`src/rtl/decode_dispatch_ctrl.sv`:
```
// decode_dispatch_ctrl
// In-order issue FIFO between the decode stage and the ALU/MUL/MEM/BRU pipes.
// The FIFO head is offered to the single pipe named by its one-hot pipe flags.
// A snoop hit or a branch correction empties the FIFO.
// Stall cycles (head waiting on a not-ready pipe) are counted with saturation.
// Optional macro DECODE_DISPATCH_BYPASS_EN: while the FIFO is empty, the incoming
// instruction drives the head combinationally (0-cycle latency). It is written
// into the FIFO only if its target pipe does not take it in the same cycle.
module decode_dispatch_ctrl #(
   parameter int DEPTH = 2
) (
   input  logic        clk,
   input  logic        resetn,
   input  logic        snoop_hit,
   input  logic        bco_valid,
   input  logic        i_valid,
   output logic        i_ready,
   input  logic [31:0] i_pc,
   input  logic [3:0]  i_rob,
   input  logic [25:0] i_imm,
   input  logic [7:0]  i_fid,
   input  logic        i_branch,
   input  logic        i_load,
   input  logic        i_store,
   input  logic [19:0] i_cmd,
   input  logic [3:0]  i_pipe,
   output logic        o_alu_valid,
   output logic        o_mul_valid,
   output logic        o_mem_valid,
   output logic        o_bru_valid,
   input  logic        o_alu_ready,
   input  logic        o_mul_ready,
   input  logic        o_mem_ready,
   input  logic        o_bru_ready,
   output logic [31:0] o_pc,
   output logic [3:0]  o_rob,
   output logic [25:0] o_imm,
   output logic [7:0]  o_fid,
   output logic        o_branch,
   output logic        o_load,
   output logic        o_store,
   output logic [19:0] o_cmd,
   output logic        o_err,
   output logic [15:0] o_stall_cnt
);

   localparam int AW = $clog2(DEPTH);
   localparam logic [AW:0] FULL = (AW+1)'(DEPTH);

   typedef struct packed {
      logic [31:0] pc;
      logic [3:0]  rob;
      logic [25:0] imm;
      logic [7:0]  fid;
      logic        branch;
      logic        load;
      logic        store;
      logic [19:0] cmd;
      logic [3:0]  pipe;
   } entry_t;

   entry_t        mem_q [DEPTH];
   logic [AW-1:0] wr_ptr_q, wr_ptr_d;
   logic [AW-1:0] rd_ptr_q, rd_ptr_d;
   logic [AW:0]   count_q, count_d;
   logic          err_q, err_d;
   logic [15:0]   stall_q, stall_d;

   entry_t     in_entry;
   entry_t     head;
   logic       head_valid;
   logic       bypass_path;
   logic       flush;
   logic       accept;
   logic       multi_hot;
   logic [3:0] pipe_ready;
   logic [3:0] valid_vec;
   logic       fire;
   logic       nop_take;
   logic       take;
   logic       enq_fifo;
   logic       deq_fifo;
   logic       stalled;

   assign flush     = snoop_hit | bco_valid;
   assign i_ready   = (count_q != FULL);
   assign accept    = i_valid & i_ready & ~flush;
   assign multi_hot = (i_pipe & (i_pipe - 4'd1)) != 4'd0;

   // Pack the incoming payload; a multi-hot target keeps only its lowest bit (alu > mul > mem > bru).
   always_comb begin
      in_entry.pc     = i_pc;
      in_entry.rob    = i_rob;
      in_entry.imm    = i_imm;
      in_entry.fid    = i_fid;
      in_entry.branch = i_branch;
      in_entry.load   = i_load;
      in_entry.store  = i_store;
      in_entry.cmd    = i_cmd;
      in_entry.pipe   = i_pipe & (~i_pipe + 4'd1);
   end

`ifdef DECODE_DISPATCH_BYPASS_EN
   // With an empty FIFO the input itself is the head; otherwise the oldest stored entry.
   always_comb begin
      bypass_path = (count_q == '0);
      head_valid  = bypass_path ? i_valid : 1'b1;
      head        = bypass_path ? in_entry : mem_q[rd_ptr_q];
   end
`else
   // The head always comes from FIFO storage, so there is no input-to-output path.
   always_comb begin
      bypass_path = 1'b0;
      head_valid  = (count_q != '0);
      head        = mem_q[rd_ptr_q];
   end
`endif

   generate
      for (genvar gi = 0; gi < 4; gi++) begin : g_pipe
         assign valid_vec[gi] = head_valid & head.pipe[gi] & ~flush;
      end
   endgenerate

   assign {o_bru_valid, o_mem_valid, o_mul_valid, o_alu_valid} = valid_vec;
   assign pipe_ready = {o_bru_ready, o_mem_ready, o_mul_ready, o_alu_ready};

   // A NOP head (no pipe flag) is consumed immediately without being offered.
   assign fire     = |(valid_vec & pipe_ready);
   assign nop_take = head_valid & (head.pipe == 4'd0) & ~flush;
   assign take     = fire | nop_take;
   assign deq_fifo = take & ~bypass_path;
   assign enq_fifo = accept & ~(bypass_path & take);
   assign stalled  = head_valid & ~flush & (head.pipe != 4'd0) & ~fire;

   // Next-state for pointers, occupancy, sticky error and the stall counter.
   always_comb begin
      wr_ptr_d = wr_ptr_q;
      rd_ptr_d = rd_ptr_q;
      count_d  = count_q;
      if (flush) begin
         wr_ptr_d = '0;
         rd_ptr_d = '0;
         count_d  = '0;
      end else begin
         if (enq_fifo) wr_ptr_d = wr_ptr_q + AW'(1);
         if (deq_fifo) rd_ptr_d = rd_ptr_q + AW'(1);
         count_d = count_q + (AW+1)'(enq_fifo) - (AW+1)'(deq_fifo);
      end
      err_d   = err_q | (accept & multi_hot);
      stall_d = (stalled && (stall_q != 16'hFFFF)) ? stall_q + 16'd1 : stall_q;
   end

   // Control state registers; reset overrides flush and enqueue.
   always_ff @(posedge clk) begin
      if (!resetn) begin
         wr_ptr_q <= '0;
         rd_ptr_q <= '0;
         count_q  <= '0;
         err_q    <= 1'b0;
         stall_q  <= 16'd0;
      end else begin
         wr_ptr_q <= wr_ptr_d;
         rd_ptr_q <= rd_ptr_d;
         count_q  <= count_d;
         err_q    <= err_d;
         stall_q  <= stall_d;
      end
   end

   // Payload storage is written on enqueue only and is never reset.
   always_ff @(posedge clk) begin
      if (resetn && enq_fifo) mem_q[wr_ptr_q] <= in_entry;
   end

   assign o_pc        = head.pc;
   assign o_rob       = head.rob;
   assign o_imm       = head.imm;
   assign o_fid       = head.fid;
   assign o_branch    = head.branch;
   assign o_load      = head.load;
   assign o_store     = head.store;
   assign o_cmd       = head.cmd;
   assign o_err       = err_q;
   assign o_stall_cnt = stall_q;

endmodule

```
`config.mk`:
```
export PLATFORM = sky130hd
export DESIGN_NAME = decode_dispatch_ctrl
export DESIGN_NICKNAME = d
export VERILOG_FILES = /design/src/rtl/decode_dispatch_ctrl.sv
export SDC_FILE = /design/constraint.sdc
export NUM_CORES = 1
export LEC_CHECK = 0
export ABC_CLOCK_PERIOD_IN_PS = 16010
export CORE_ASPECT_RATIO = 1.2
export CORE_MARGIN = 5
export CORE_UTILIZATION = 45
export DETAILED_ROUTE_END_ITERATION = 16
export DONT_BUFFER_PORTS = 1
export PLACE_DENSITY_LB_ADDON = 0.3
export SETUP_SLACK_MARGIN = 0.4
export SLEW_MARGIN = 15
export SYNTH_ARGS = -nofsm -noshare
export SYNTH_HDL_FRONTEND = slang
export SYNTH_SLANG_ARGS = --single-unit
```
`constraint.sdc`:
```
create_clock -name clk -period 16.01 [get_ports clk]
set_input_delay 2.4015 -clock clk [delete_from_list [all_inputs] [get_ports clk]]
set_output_delay 2.4015 -clock clk [all_outputs]
set_load 0.02 [all_outputs]
```
Word level (Yosys, flattened, before mapping). Memory sizes are Yosys's and may differ from the RTL's. A register that Yosys moved wholly into a read port is not among the register bits. Cells that the tools add are included.

$add $sub $neg: 7. Equality and inequality tests: 2. Multiplexer cells: 4. Bitwise logic cells: 26. Reduce and logical (&&, ||, !) cells: 8.

Operators with widths (number): adder 16 x 1 -> 16 bit, second input constant (1); AND 1 bit (16); != test 16 bit, second input constant (1); AND 4 bit (3); nonzero test 4 bit (2); adder 4 x 1 -> 4 bit, second input constant (1); logical NOT 4 bit (1); two-way mux 1 bit (4); inverter 4 bit (1); OR reduction 4 bit (1); subtractor 4 x 1 -> 4 bit, second input constant (1); inverter 1 bit (3); OR 1 bit (3); adder 1 bit, second input constant (2); adder 2 x 1 -> 2 bit (1); logical AND 1 bit (2); != test 2 bit, second input constant (1); nonzero test 2 bit (1); OR reduction 2 bit (1); subtractor 2 x 1 -> 2 bit (1).

Register bits: 21. Bits in writable memories: 194. Bits of input ports: 106. Output and inout port bits: 115. Word-level logic and storage cells: 53. Memories kept: 1.

Memory list: mem_q (depth 2, width 97, rd ports 1, clocked after memory_dff 1, wr ports 1, RTL line 62) `entry_t mem_q [DEPTH];`.

Longest topological paths before layout. Gate-level depths: netlist (run 1).

Depth in word-level cells: 8. Gate-level depth with buffers: 9.

Least setup slack after synthesis (run 1). Ideal clock, no wire load.

Path type: input to register. From: in bco_valid. To: mem mem_q[0][0] (netlist bit), enable pin. Setup time: 0.672 ns. Arrival time: 9.385 ns. Data required time: 15.338 ns. Slack: 5.953 ns. Cell stages on the path: 3. Buffers on the path: 0. Path through: nor2_1 > nand3_1 > nor3_1.

Word-level cells in the longest chain between the ends: 6.

RTL lines: from (decl) (RTL line 15) `input logic bco_valid,`; OR 1 bit (RTL line 85) `assign flush = snoop_hit | bco_valid;`; inverter 1 bit (RTL line 87) `assign accept = i_valid & i_ready & ~flush;`; AND 1 bit (RTL line 87); logical AND 1 bit (RTL line 173) `if (resetn && enq_fifo) mem_q[wr_ptr_q] <= in_entry;`; two-way mux 1 bit (RTL line 173); two-way mux 1 bit (implied by the code) (RTL line 173); to (decl) (RTL line 62).

No other way between the ends.

Worst setup path in the final report (run 1).
From: in bco_valid. To: out o_alu_valid.

Word-level cells in the longest chain between the ends: 3.

RTL lines: OR 1 bit (RTL line 85); inverter 1 bit (RTL line 121) `assign valid_vec[gi] = head_valid & head.pipe[gi] & ~flush;`; AND 1 bit (RTL line 121); to (decl) (RTL line 27) `output logic o_alu_valid,`.

No other way between the ends.

==> results of run 1 <==
## sequential cells by signal, summed over array words and instances, names as in the netlist, named ones only
register	flops
mem_q	194
rd_ptr_q	1
wr_ptr_q	1
o_err	1
count_q	2
o_stall_cnt	16
## worst max-delay path, stage by stage
cell	delay [ns]
nor2_1	0.20
o21ai_0	0.31
nor2b_1	0.46
## worst paths after layout
path | from | endpoint | slack [ns] | cells after the start
max | bco_valid | o_alu_valid | 10.24 | 3
min | rd_ptr_q | rd_ptr_q | 0.54 | 2
max reg2reg | count_q[0] | mem_q[0][0] | 13.27 | 5
min reg2reg | rd_ptr_q | rd_ptr_q | 0.54 | 2
## cells in the final DEF (no fill, tap or decap), types with 4 or more instances in the layout
cell,Yosys,layout
nand2b_1,5,5
mux2i_1,4,4
nor2_1,12,11
and3_1,4,4
or3_1,7,7
or4_1,5,5
clkbuf_1,13,5
dfxtp_1,22,21
mux2_2,95,95
nand4_1,6,6
nor2b_1,6,6
clkinv_1,0,8
buf_4,0,5
o21ai_0,8,8
nand3_1,9,9
nand2_1,15,15
clkbuf_16,0,21
a21oi_1,10,10
edfxtp_1,194,194
nor3_1,5,4
## layout make-up
| class | instances | share of cell area [%] |
|---|---|---|
| Sequential cell | 216 | 69.2 |
| Clock buffer | 26 | 6.01 |
| Tap cell | 224 | 3.09 |
| Inverter | 1 | 0.0414 |
| Multi-Input combinational cell | 217 | 20.8 |
| Clock inverter | 10 | 0.442 |
| Timing Repair Buffer | 5 | 0.414 |
## through the flow
step           std cells  cell area [um2]  setup WS, ns  hold WS, ns
6_report             699             9060         10.24        0.544
5_1_grt              699             9060         10.17        0.590
4_1_cts              699             9060         10.26        0.558
3_5_place_dp         663             8480         10.27        0.543
3_3_place_gp         663             8480         10.33        0.496
2_1_floorplan        450             8220          5.95        0.481
## power by group through the flow
stage               sequential (uW)  clock, uW  combinational (uW)
floorplan                       634          0                14.6
global placement                633          0                17.4
global route                    621        461                18.4
CTS                             621        438                17.6
finish                          621        423                17.2
detailed placement              633          0                17.5
## kinds of logic after synthesis
group                    after synthesis
flip-flops                           216
XOR/XNOR                               4
AO/OA/AOI/OAI                         28
multiplexers                         101
buffers and inverters                 17
adder cells (fa/ha/maj)                3
AND/OR/NAND/NOR                       81
## layer usage
metal / up-vias / share of wire, %
met5: - / 0
met4: 0 / 1.9
met3: 23 / 11
met2: 156 / 51
met1: 1878 / 36
li1: 1782 / -
==> impl_results.md, run 1 <==
* Clock root cell: clkbuf_16
* GR Util met3 at approximately 6.3%
* Top post-synthesis cells by count: edfxtp_1, mux2_2, dfxtp_1
* Crit-path max FO at 6
* Sw power at slightly below 200 uW
* Max_cap viols at 0
* Relative slew slack at 49.0%
* Post-cts sizing count at 0
* Routed Wire Length at roughly 15,000 um
* Sequential share of the synthesized area at approximately 76%
* Antenna diode count at 0
* # H-tree levels at 1
* Met1 Usage GRT at 15.2%
* TritonCTS Buffers at 21
* Clock power frac at roughly two fifths
* Top cell type's share of synthesized area at a little under three quarters
* Total Neg Setup Slack at 0 ns
* I/O Buffers at 0
* FP Rows at 54
* Post-Synth Simple-Gate Area at approximately 5.7%
* RSZ-0062 raised after global routing: no
* Synth unique cells at 37
* Fin. max-slew vios at 0
* Part of the power in registers at between 50 and 60%
* FFs w/ async S/R, synth at 0%
* Finished Core Util at between 50% and 60%
* Io pins at approximately 220
* Layer carrying the most global-route usage: met2
* CP Launch Type: input port
* Register area at 6270 um2
* Worst Tran Pin Value at around 0.76 ns
* Synth Warn # at 0
* Design Power at 1060 uW
* Main combinational cell family by area after synthesis: multiplexers
* Synth Area in Adders at less than 1%
* Area of the multi-input gates at about 1900 um2
* GRT Overall Usage at a little over an eighth
* Final setup viols at 0
* Setup Crit Path Kind: in -> out
* Most frequent cell after synthesis: edfxtp_1
* # clock sinks at ~220
* Syn-to-layout area delta at 10.2%
* Synthesized instance count at 450
* Max Clk Rate at around 0.17 GHz
* First-pass GRT wire length at approximately 23,000 um
* Peak supply drop at approximately 0.07 mV
* Pwr Density at around 120 nW/um2
* Drt pass-1 iters at 4
* Hold_buf cts at 0
* Status: completed
* Largest net degree at the start of global routing at 57
* Setup Skew at 0.00797 ns
* Internal power at roughly 860 uW
* Die area at between 20,000 and 25,000 um2
* Final min period at 5.77 ns
* Synth area leaders: edfxtp_1, mux2_2, dfxtp_1
* 1st-iter DRT viols at 189
* Post-Syn Nets at approximately 560
* Post-synthesis xor/xnor area fraction at 0.426%
* Final #Nets at 570
* Final ANT Viol Nets at 0
* Core footprint at around 18,000 um2
* Critical path data required time at around 14 ns
* Number of flops mapped to enable cells by yosys at approximately 190
* Worst hold path type: reg -> reg
* Share of layout cells above drive strength 1 at 28.0%
* Logic pwr share at 1.6%
* Vias in the first global route at 3,945
* CP Capture Type: output port
* Post-synthesis compound-gate area fraction at roughly 2.4%
* Grt ovf at 0
* DR WL/cell at ~22 um
* Avg Cell Area, Syn at about 18 um2
* Clock slew at reported path FFs at ~0.060 ns
* Clk Latency, worst-skew pair at about 0.48 ns
* TritonCTS clock tree: done
* Die Wd at roughly 130 um
* Die Ht at ~160 um
* Effective utilization at floorplan at 45.4%
* Switching Share at 18.6%
* Primary FF master, synth: edfxtp_1
* Synth area leader: edfxtp_1
* Initial antenna violation count at 0
* Grt met2 use at about a quarter
* Final Hold Vio Count at 0
* Critical Path AT at 3.37 ns
* Tcrit/Tclk final at 36.1%
* Synth Register Bits at approximately 220
* Clk buf depth at 3
* HPWL Detailed at 10,200 um
* Via density at 5.49
* DRC errors left at 0
* Synthesized area at between 8000 and 9000 um2
* Gpl congestion at roughly 0.76
* Filler cells at ~1.5k
* Leakage at ~0.0028 uW
* Mux cell area share after synthesis at between 10% and 20%
* Via count at 3,839
* Setup bufs post-CTS at 0
Note: power is estimated with default switching activity, not from simulation.
==> inputs of run 2 (changes only) <==
--- a/config.mk
+++ b/config.mk
@@ -5,7 +5,8 @@
 export SDC_FILE = /design/constraint.sdc
 export NUM_CORES = 1
 export LEC_CHECK = 0
-export ABC_CLOCK_PERIOD_IN_PS = 16010
+export ABC_AREA = 1
+export ABC_CLOCK_PERIOD_IN_PS = 4750
 export CORE_ASPECT_RATIO = 1.2
 export CORE_MARGIN = 5
 export CORE_UTILIZATION = 45
==> constraint.sdc (replaced) <==
create_clock -name clk -period 4.75 [get_ports clk]
set_input_delay 0.7125 -clock clk [delete_from_list [all_inputs] [get_ports clk]]
set_output_delay 0.7125 -clock clk [all_outputs]
set_load 0.02 [all_outputs]
==> impl_results.md, run 2 <==
* Gpl congestion at 0.825 (+9.2%)
* HPWL Detailed at 12,200 um (+19%)
* Tcrit/Tclk final at about two thirds
* Fin. max-slew vios at 0 (unchanged)
* Syn-to-layout area delta at 12.4%
* Leakage at 0.00362 uW (+29%)
* Sequential share of the synthesized area at 72.7% (-3.5 points)
* Clk Latency, worst-skew pair at 0.50 ns (+0.02 ns)
* Worst Tran Pin Value at 0.826 ns (+0.0618 ns)
* Die area at 22,000 um2 (+4.5%)
* Final worst setup slack at 1.58 ns (-8.66 ns)
* RSZ-0062 raised after global routing: no
* Hold_buf cts at 0 (unchanged)
* Top cell type's share of synthesized area at 67.6% (-3.3 points)
* I/O Buffers at 0 (unchanged)
* Post-Syn Nets at 855 (+53%)
* TritonCTS Buffers at 23 (+9.5%)
* # H-tree levels at 1 (unchanged)
* Via count at 5,121 (+33%)
* Synth area leaders: edfxtp_1, nand2_1, dfxtp_1
* Synth area leader: edfxtp_1
* Synth unique cells at 30 (-19%)
* Vias in the first global route at 5,288 (+34%)
* Status: completed
* Synth Register Bits at 216 (unchanged)
* 1st-iter DRT viols at 268 (+42%)
* Final #Nets at 859 (+51%)
* Clk buf depth at 3 (unchanged)
* Initial antenna violation count at 0 (unchanged)
* Final min period at ~3.2 ns
* Synthesized instance count at 747 (+66%)
* Synth Warn # at 0 (unchanged)
* Grt ovf at 0 (unchanged)
* Max Clk Rate at approximately 0.32 GHz
* GRT Overall Usage at 16.0% (+2.4 points)
* Primary FF master, synth: edfxtp_1
* Setup Crit Path Kind: reg -> out
* CP Launch Type: register
* Top post-synthesis cells by count: nand2_1, edfxtp_1, inv_1
* First-pass GRT wire length at 27,800 um (+23%)
* Critical Path AT at 2.46 ns (-0.91 ns)
* Post-cts sizing count at 0 (unchanged)
* FFs w/ async S/R, synth at 0% (unchanged)
* Largest net degree at the start of global routing at 98 (+72%)
* Hold Path Stages at 0 (-2)
* CP Capture Type: output port
* Share of layout cells above drive strength 1 at 10.3% (-18 points)
* Worst hold slack at 0.309 ns (-0.236 ns)
* Io pins at 221 (unchanged)
* Die Ht at 162 um (+2.2%)
* FP Rows at 55 (+1.9%)
* Most frequent cells in the layout: nand2_1, edfxtp_1, inv_1
* Number of flops mapped to enable cells by yosys at 194 (unchanged)
* Clock slew at reported path FFs at 0.06 ns (about the same)
* Via density at 5.01 (-8.9%)
* Pwr Density at 416 nW/um2 (+260%)
* Drt pass-1 iters at 4 (unchanged)
* DRC errors left at 0 (unchanged)
* Clock root cell: clkbuf_16
* Avg Cell Area, Syn at 11.5 um2 (-37%)
* Effective utilization at floorplan at 45.7% (+0.31 points)
* Final Non-Filler Cells at 1,023 (+46%)
* Most frequent cell after synthesis: nand2_1
* Final ANT Viol Nets at 0 (unchanged)
* Relative slew slack at 44.8% (-4.2 points)
* Setup bufs post-CTS at 0 (unchanged)
* Most flop-heavy register: mem_q
* Synthesized area at 8620 um2 (+4.8%)
* Placed cell count at 982 (+48%)
* Critical path data required time at 4.04 ns (-9.57 ns)
* Routed Wire Length at 18,000 um (+17%)
* Total Neg Setup Slack at 0 ns (unchanged)
* # clock sinks at 216 (unchanged)
* Worst hold path type: in -> reg
* R2R depth at 14 (+9)
* Design Power at 4030 uW (+280%)
* Final setup viols at 0 (unchanged)
* Die Wd at 136 um (+2.2%)
* DR WL/cell at 17.6 um (-20%)
* Number of flip-flops in the largest register at 194 (unchanged)
* Core footprint at 18,900 um2 (+4.1%)
* Max_cap viols at 0 (unchanged)
* Final Hold Vio Count at 0 (unchanged)
* Leading cell type in the layout, fill and taps excluded: nand2_1
* Crit-path max FO at 63 (+57)
* Antenna diode count at 0 (unchanged)
* Pre-CTS WS at 1.70 ns (-8.57 ns)
* Filler cells at 1,632 (+7.9%)
* TritonCTS clock tree: done
* Setup Skew at 0.0102 ns (+0.00222 ns)
* Peak supply drop at 0.446 mV (+530%)
[run 2: cell types whose count changed after synthesis, sizes merged, moves of 6 or more]
| cell | change |
|---|---|
| nor2b | -6 |
| o21ai | -7 |
| nor2 | +22 |
| a21oi | +7 |
| mux2 | -97 |
| nand3 | +8 |
| inv | +33 |
| or3 | -7 |
| nand2 | +350 |
| nand4 | +15 |
| clkbuf | +9 |
[run 2: routing by layer]
metal / GRT usage, % / up-vias / part of all wire (%)
met5: 0 / - / 0
met4: 4.72 / 0 / 2.4
met3: 8.35 / 31 / 12
met2: 28.1 / 193 / 51
met1: 16.5 / 2398 / 34
li1: - / 2499 / -
[run 2: layout make-up]
class / count / area, um2 / share of cell area (%)
Inverter: 34 / 129 / 1.33
Sequential cell: 216 / 6270 / 64.7
Timing Repair Buffer: 5 / 50.0 / 0.517
Clock buffer: 24 / 579 / 5.98
Clock inverter: 17 / 228 / 2.35
Multi-Input combinational cell: 471 / 2110 / 21.8
Tap cell: 256 / 320 / 3.31
[run 2: cell families after synthesis]
group,share of synthesized area [%]
flip-flops,72.7
AO/OA/AOI/OAI,1.60
XOR/XNOR,0.813
AND/OR/NAND/NOR,21.6
adder cells (fa/ha/maj),0.290
buffers and inverters,3.02
[run 2: power breakdown]
part           switching [uW]  internal (uW)
Sequential               5.43           2090
Combinational            48.0           9.87
Clock                     713           1170
[run 2: through the flow]
| stage | utilization, % | cell area [um2] |
|---|---|---|
| floorplan | - | 8620 |
| global placement | 47.1 | 8880 |
| detailed placement | 47.1 | 8880 |
| CTS | 51.4 | 9680 |
| global route | 51.4 | 9680 |
| finish | 51.4 | 9680 |
[run 2: path summary, 6_finish.rpt]
check | endpoint | slack [ns] | startpoint
setup / recovery | o_bru_valid | 1.58 | register
setup reg to reg | count_q[1] | 1.97 | register
hold / removal | mem_q[0][87] | 0.31 | i_pc[22]
hold reg to reg | rd_ptr_q | 0.51 | rd_ptr_q
[run 2: critical path, cell delays in order (launching register included)]
cell,delay [ns]
dfxtp_4,0.60
buf_4,0.60
nand2_1,0.11
nand2_1,0.12
inv_1,0.07
nor2_1,0.37
==> inputs of run 3 (changes only) <==
--- a/config.mk
+++ b/config.mk
@@ -6,7 +6,7 @@
 export NUM_CORES = 1
 export LEC_CHECK = 0
 export ABC_AREA = 1
-export ABC_CLOCK_PERIOD_IN_PS = 4750
+export ABC_CLOCK_PERIOD_IN_PS = 2860
 export CORE_ASPECT_RATIO = 1.2
 export CORE_MARGIN = 5
 export CORE_UTILIZATION = 45
==> constraint.sdc (replaced) <==
create_clock -name clk -period 2.86 [get_ports clk]
set_input_delay 0.429 -clock clk [delete_from_list [all_inputs] [get_ports clk]]
set_output_delay 0.429 -clock clk [all_outputs]
set_load 0.02 [all_outputs]
==> impl_results.md, run 3 (synthesis gave the netlist of run 2 again) <==
* Worst R2R End: count_q[1]
* Gpl congestion at 0.849 (+2.9%)
* Peak supply drop at 0.612 mV (+37%)
* Pwr Density at 644 nW/um2 (+55%)
* Antenna diode count at 0 (unchanged)
* Worst Tran Pin Value at 0.607 ns (-0.219 ns)
* TritonCTS Buffers at 22 (-4.3%)
* R2R depth at 14 (unchanged)
* # clock sinks at 216 (unchanged)
* FP Rows at 55 (unchanged)
* Critical path data required time at 2.43 ns (-1.61 ns)
* CP Capture Type: output port
* Status: completed
* Most used cell, CP: nand2_1
* Clock power frac at 43.9% (-2.7 points)
* Placed cell count at 984 (+0.20%)
* Final Non-Filler Cells at 1,059 (+3.5%)
* Worst Hold End: mem_q[1][53]
* Crit-path slowest cell: dfxtp_4
* Internal power at 5250 uW (+61%)
* I/O Buffers at 0 (unchanged)
* HPWL Detailed at 12,100 um (-0.28%)
* Worst hold path type: in -> reg
* Setup Crit Path Kind: reg -> out
* DR WL/cell at 17.5 um (-0.42%)
* 1st-iter DRT viols at 292 (+9.0%)
* Logic pwr share at 2.2% (+0.8 points)
* Max Clk Rate at about 0.45 GHz
* Via count at 5,339 (+4.3%)
* Most flop-heavy register: mem_q
* Worst Hold Launch: i_imm[18]
* Final Hold Vio Count at 0 (unchanged)
* Final min period at between 2 and 2.5 ns
* Final #Nets at 895 (+4.2%)
* Setup Skew at 0.00956 ns (-0.000637 ns)
* First-pass GRT wire length at 27,800 um (-0.32%)
* Die Ht at 162 um (unchanged)
* TritonCTS clock tree: done
* Effective utilization at floorplan at 45.7% (unchanged)
* Initial antenna violation count at 0 (unchanged)
* Number of flip-flops in the largest register at 194 (unchanged)
* Tcrit/Tclk final at 78.1%
* GRT Overall Usage at 16.0% (+0.017 points)
* # H-tree levels at 1 (unchanged)
* Io pins at 221 (unchanged)
* Clock slew at reported path FFs at 0.06 ns (about the same)
* Leading cell type in the layout, fill and taps excluded: nand2_1
* Fin. max-slew vios at 0 (unchanged)
* Final setup viols at 0 (unchanged)
* Syn-to-layout area delta at 16.2%
* R2R setup slack at 0.68 ns (-1.29 ns)
* Switching Share at 18.6% (-0.44 points)
* Relative slew slack at 59.5% (+15 points)
* Filler cells at 1,577 (-3.4%)
* Grt ovf at 0 (unchanged)
* Die area at 22,000 um2 (unchanged)
* Final ANT Viol Nets at 0 (unchanged)
* Share of layout cells above drive strength 1 at 10.7% (+0.41 points)
* CP Launch Type: register
* Part of the power in registers at 53.9% (+2.0 points)
* Sw power at 1200 uW (+56%)
* Clk buf depth at 3 (unchanged)
* Most frequent cells in the layout: nand2_1, edfxtp_1, dlygate4sd3_1
* Hold Path Stages at 0 (unchanged)
* CP max stage delay at 0.51 ns (-0.09 ns)
* Cell Chain, Critical Path: clkinv_2 > buf_4 > nand2_1 > nand2_1
* Largest net degree at the start of global routing at 98 (unchanged)
* RSZ-0062 raised after global routing: no
* Vias in the first global route at 5,282 (-0.11%)
* Clock root cell: clkbuf_16
* Clk Latency, worst-skew pair at 0.49 ns (about the same)
* DRC errors left at 0 (unchanged)
* Die Wd at 136 um (unchanged)
* Total Neg Setup Slack at 0 ns (unchanged)
* Area of the multi-input gates at 2130 um2 (+1.1%)
* Drt pass-1 iters at 4 (unchanged)
* Critical Path AT at 1.80 ns (-0.66 ns)
* Via density at 5.04 (+0.71%)
* Register area at 6270 um2 (unchanged)
* Core footprint at 18,900 um2 (unchanged)
* Max_cap viols at 0 (unchanged)
* Routed Wire Length at 18,500 um (+3.1%)
* Crit-path max FO at 37 (-41%)
* Leakage at 0.00374 uW (+3.4%)
* Post-cts sizing count at 0 (unchanged)
[run 3: changes by cell type in the layout (fill, tap and decap cells not counted), moves of 2 or more]
cell | before | now
buf_4 | 4 | 8
bufinv_16 | 5 | 3
clkbuf_1 | 1 | 5
clkinv_1 | 4 | 6
clkinv_4 | 3 | 0
dlygate4sd3_1 | 0 | 31
inv_1 | 32 | 28
inv_2 | 1 | 3
inv_6 | 3 | 1
nand2_1 | 353 | 350
nand2_4 | 0 | 2
[run 3: metal layers]
metal	global-route usage, %	wire, um
met3	8.79	2190
met4	6.23	631
met2	27.1	9420
met5	0	0
met1	16.6	6310
[run 3: area by class of cell]
cell class / count / share of cell area, %
clock buffers: 28 / 5.94
inverters: 34 / 1.46
repair buffers: 42 / 4.21
multi-input cells: 471 / 21.3
well taps: 256 / 3.20
clock inverters: 12 / 1.30
flip-flops and latches: 216 / 62.6
[run 3: how the worst max path moves through the flow]
stage	startpoint	endpoint	slack, ns	cells after the start
finish	register	o_pc[22]	0.63	4
detailed placement	register	count_q[1]	0.32	14
global route	register	count_q[1]	0.50	15
floorplan	bco_valid	mem_q[0][0]	0.18	7
global placement	register	count_q[1]	0.46	14
CTS	register	count_q[1]	0.47	14
[run 3: critical path, delay by kind of cell (launching register included)]
kind / cells / cell delay (ns)
AND/OR/NAND/NOR: 2 / 0.28
buffers and inverters: 2 / 0.50
flip-flops: 1 / 0.51
[run 3: timing repair]
action,in CTS,in global routing
setup endpoints to repair,1,1
endpoints found under the hold margin,0,55
pin swaps,0,1
hold buffers,0,31
buffers inserted,1,3
[run 3: power by group through the flow]
stage	clock network (uW)	logic (uW)	registers, uW
2_1_floorplan	0	82.2	3540
3_3_place_gp	0	100	3540
3_5_place_dp	0	102	3540
4_1_cts	2900	102	3480
5_1_grt	3060	153	3480
6_report	2830	142	3480
[run 3: through the flow]
| stage | setup WS (ns) | hold slack, ns | total power [uW] | util, % | area, um2 |
|---|---|---|---|---|---|
| 6_report | 0.626 | 0.0351 | 6450 | 53.1 | 10000 |
| 5_1_grt | 0.497 | 0.000958 | 6680 | 53.1 | 10000 |
| 4_1_cts | 0.475 | 0.00874 | 6470 | 51.3 | 9680 |
| 3_5_place_dp | 0.321 | 0.513 | 3650 | 47.4 | 8940 |
| 3_3_place_gp | 0.455 | 0.500 | 3640 | 47.4 | 8940 |
| 2_1_floorplan | 0.177 | 0.485 | 3630 | - | 8670 |
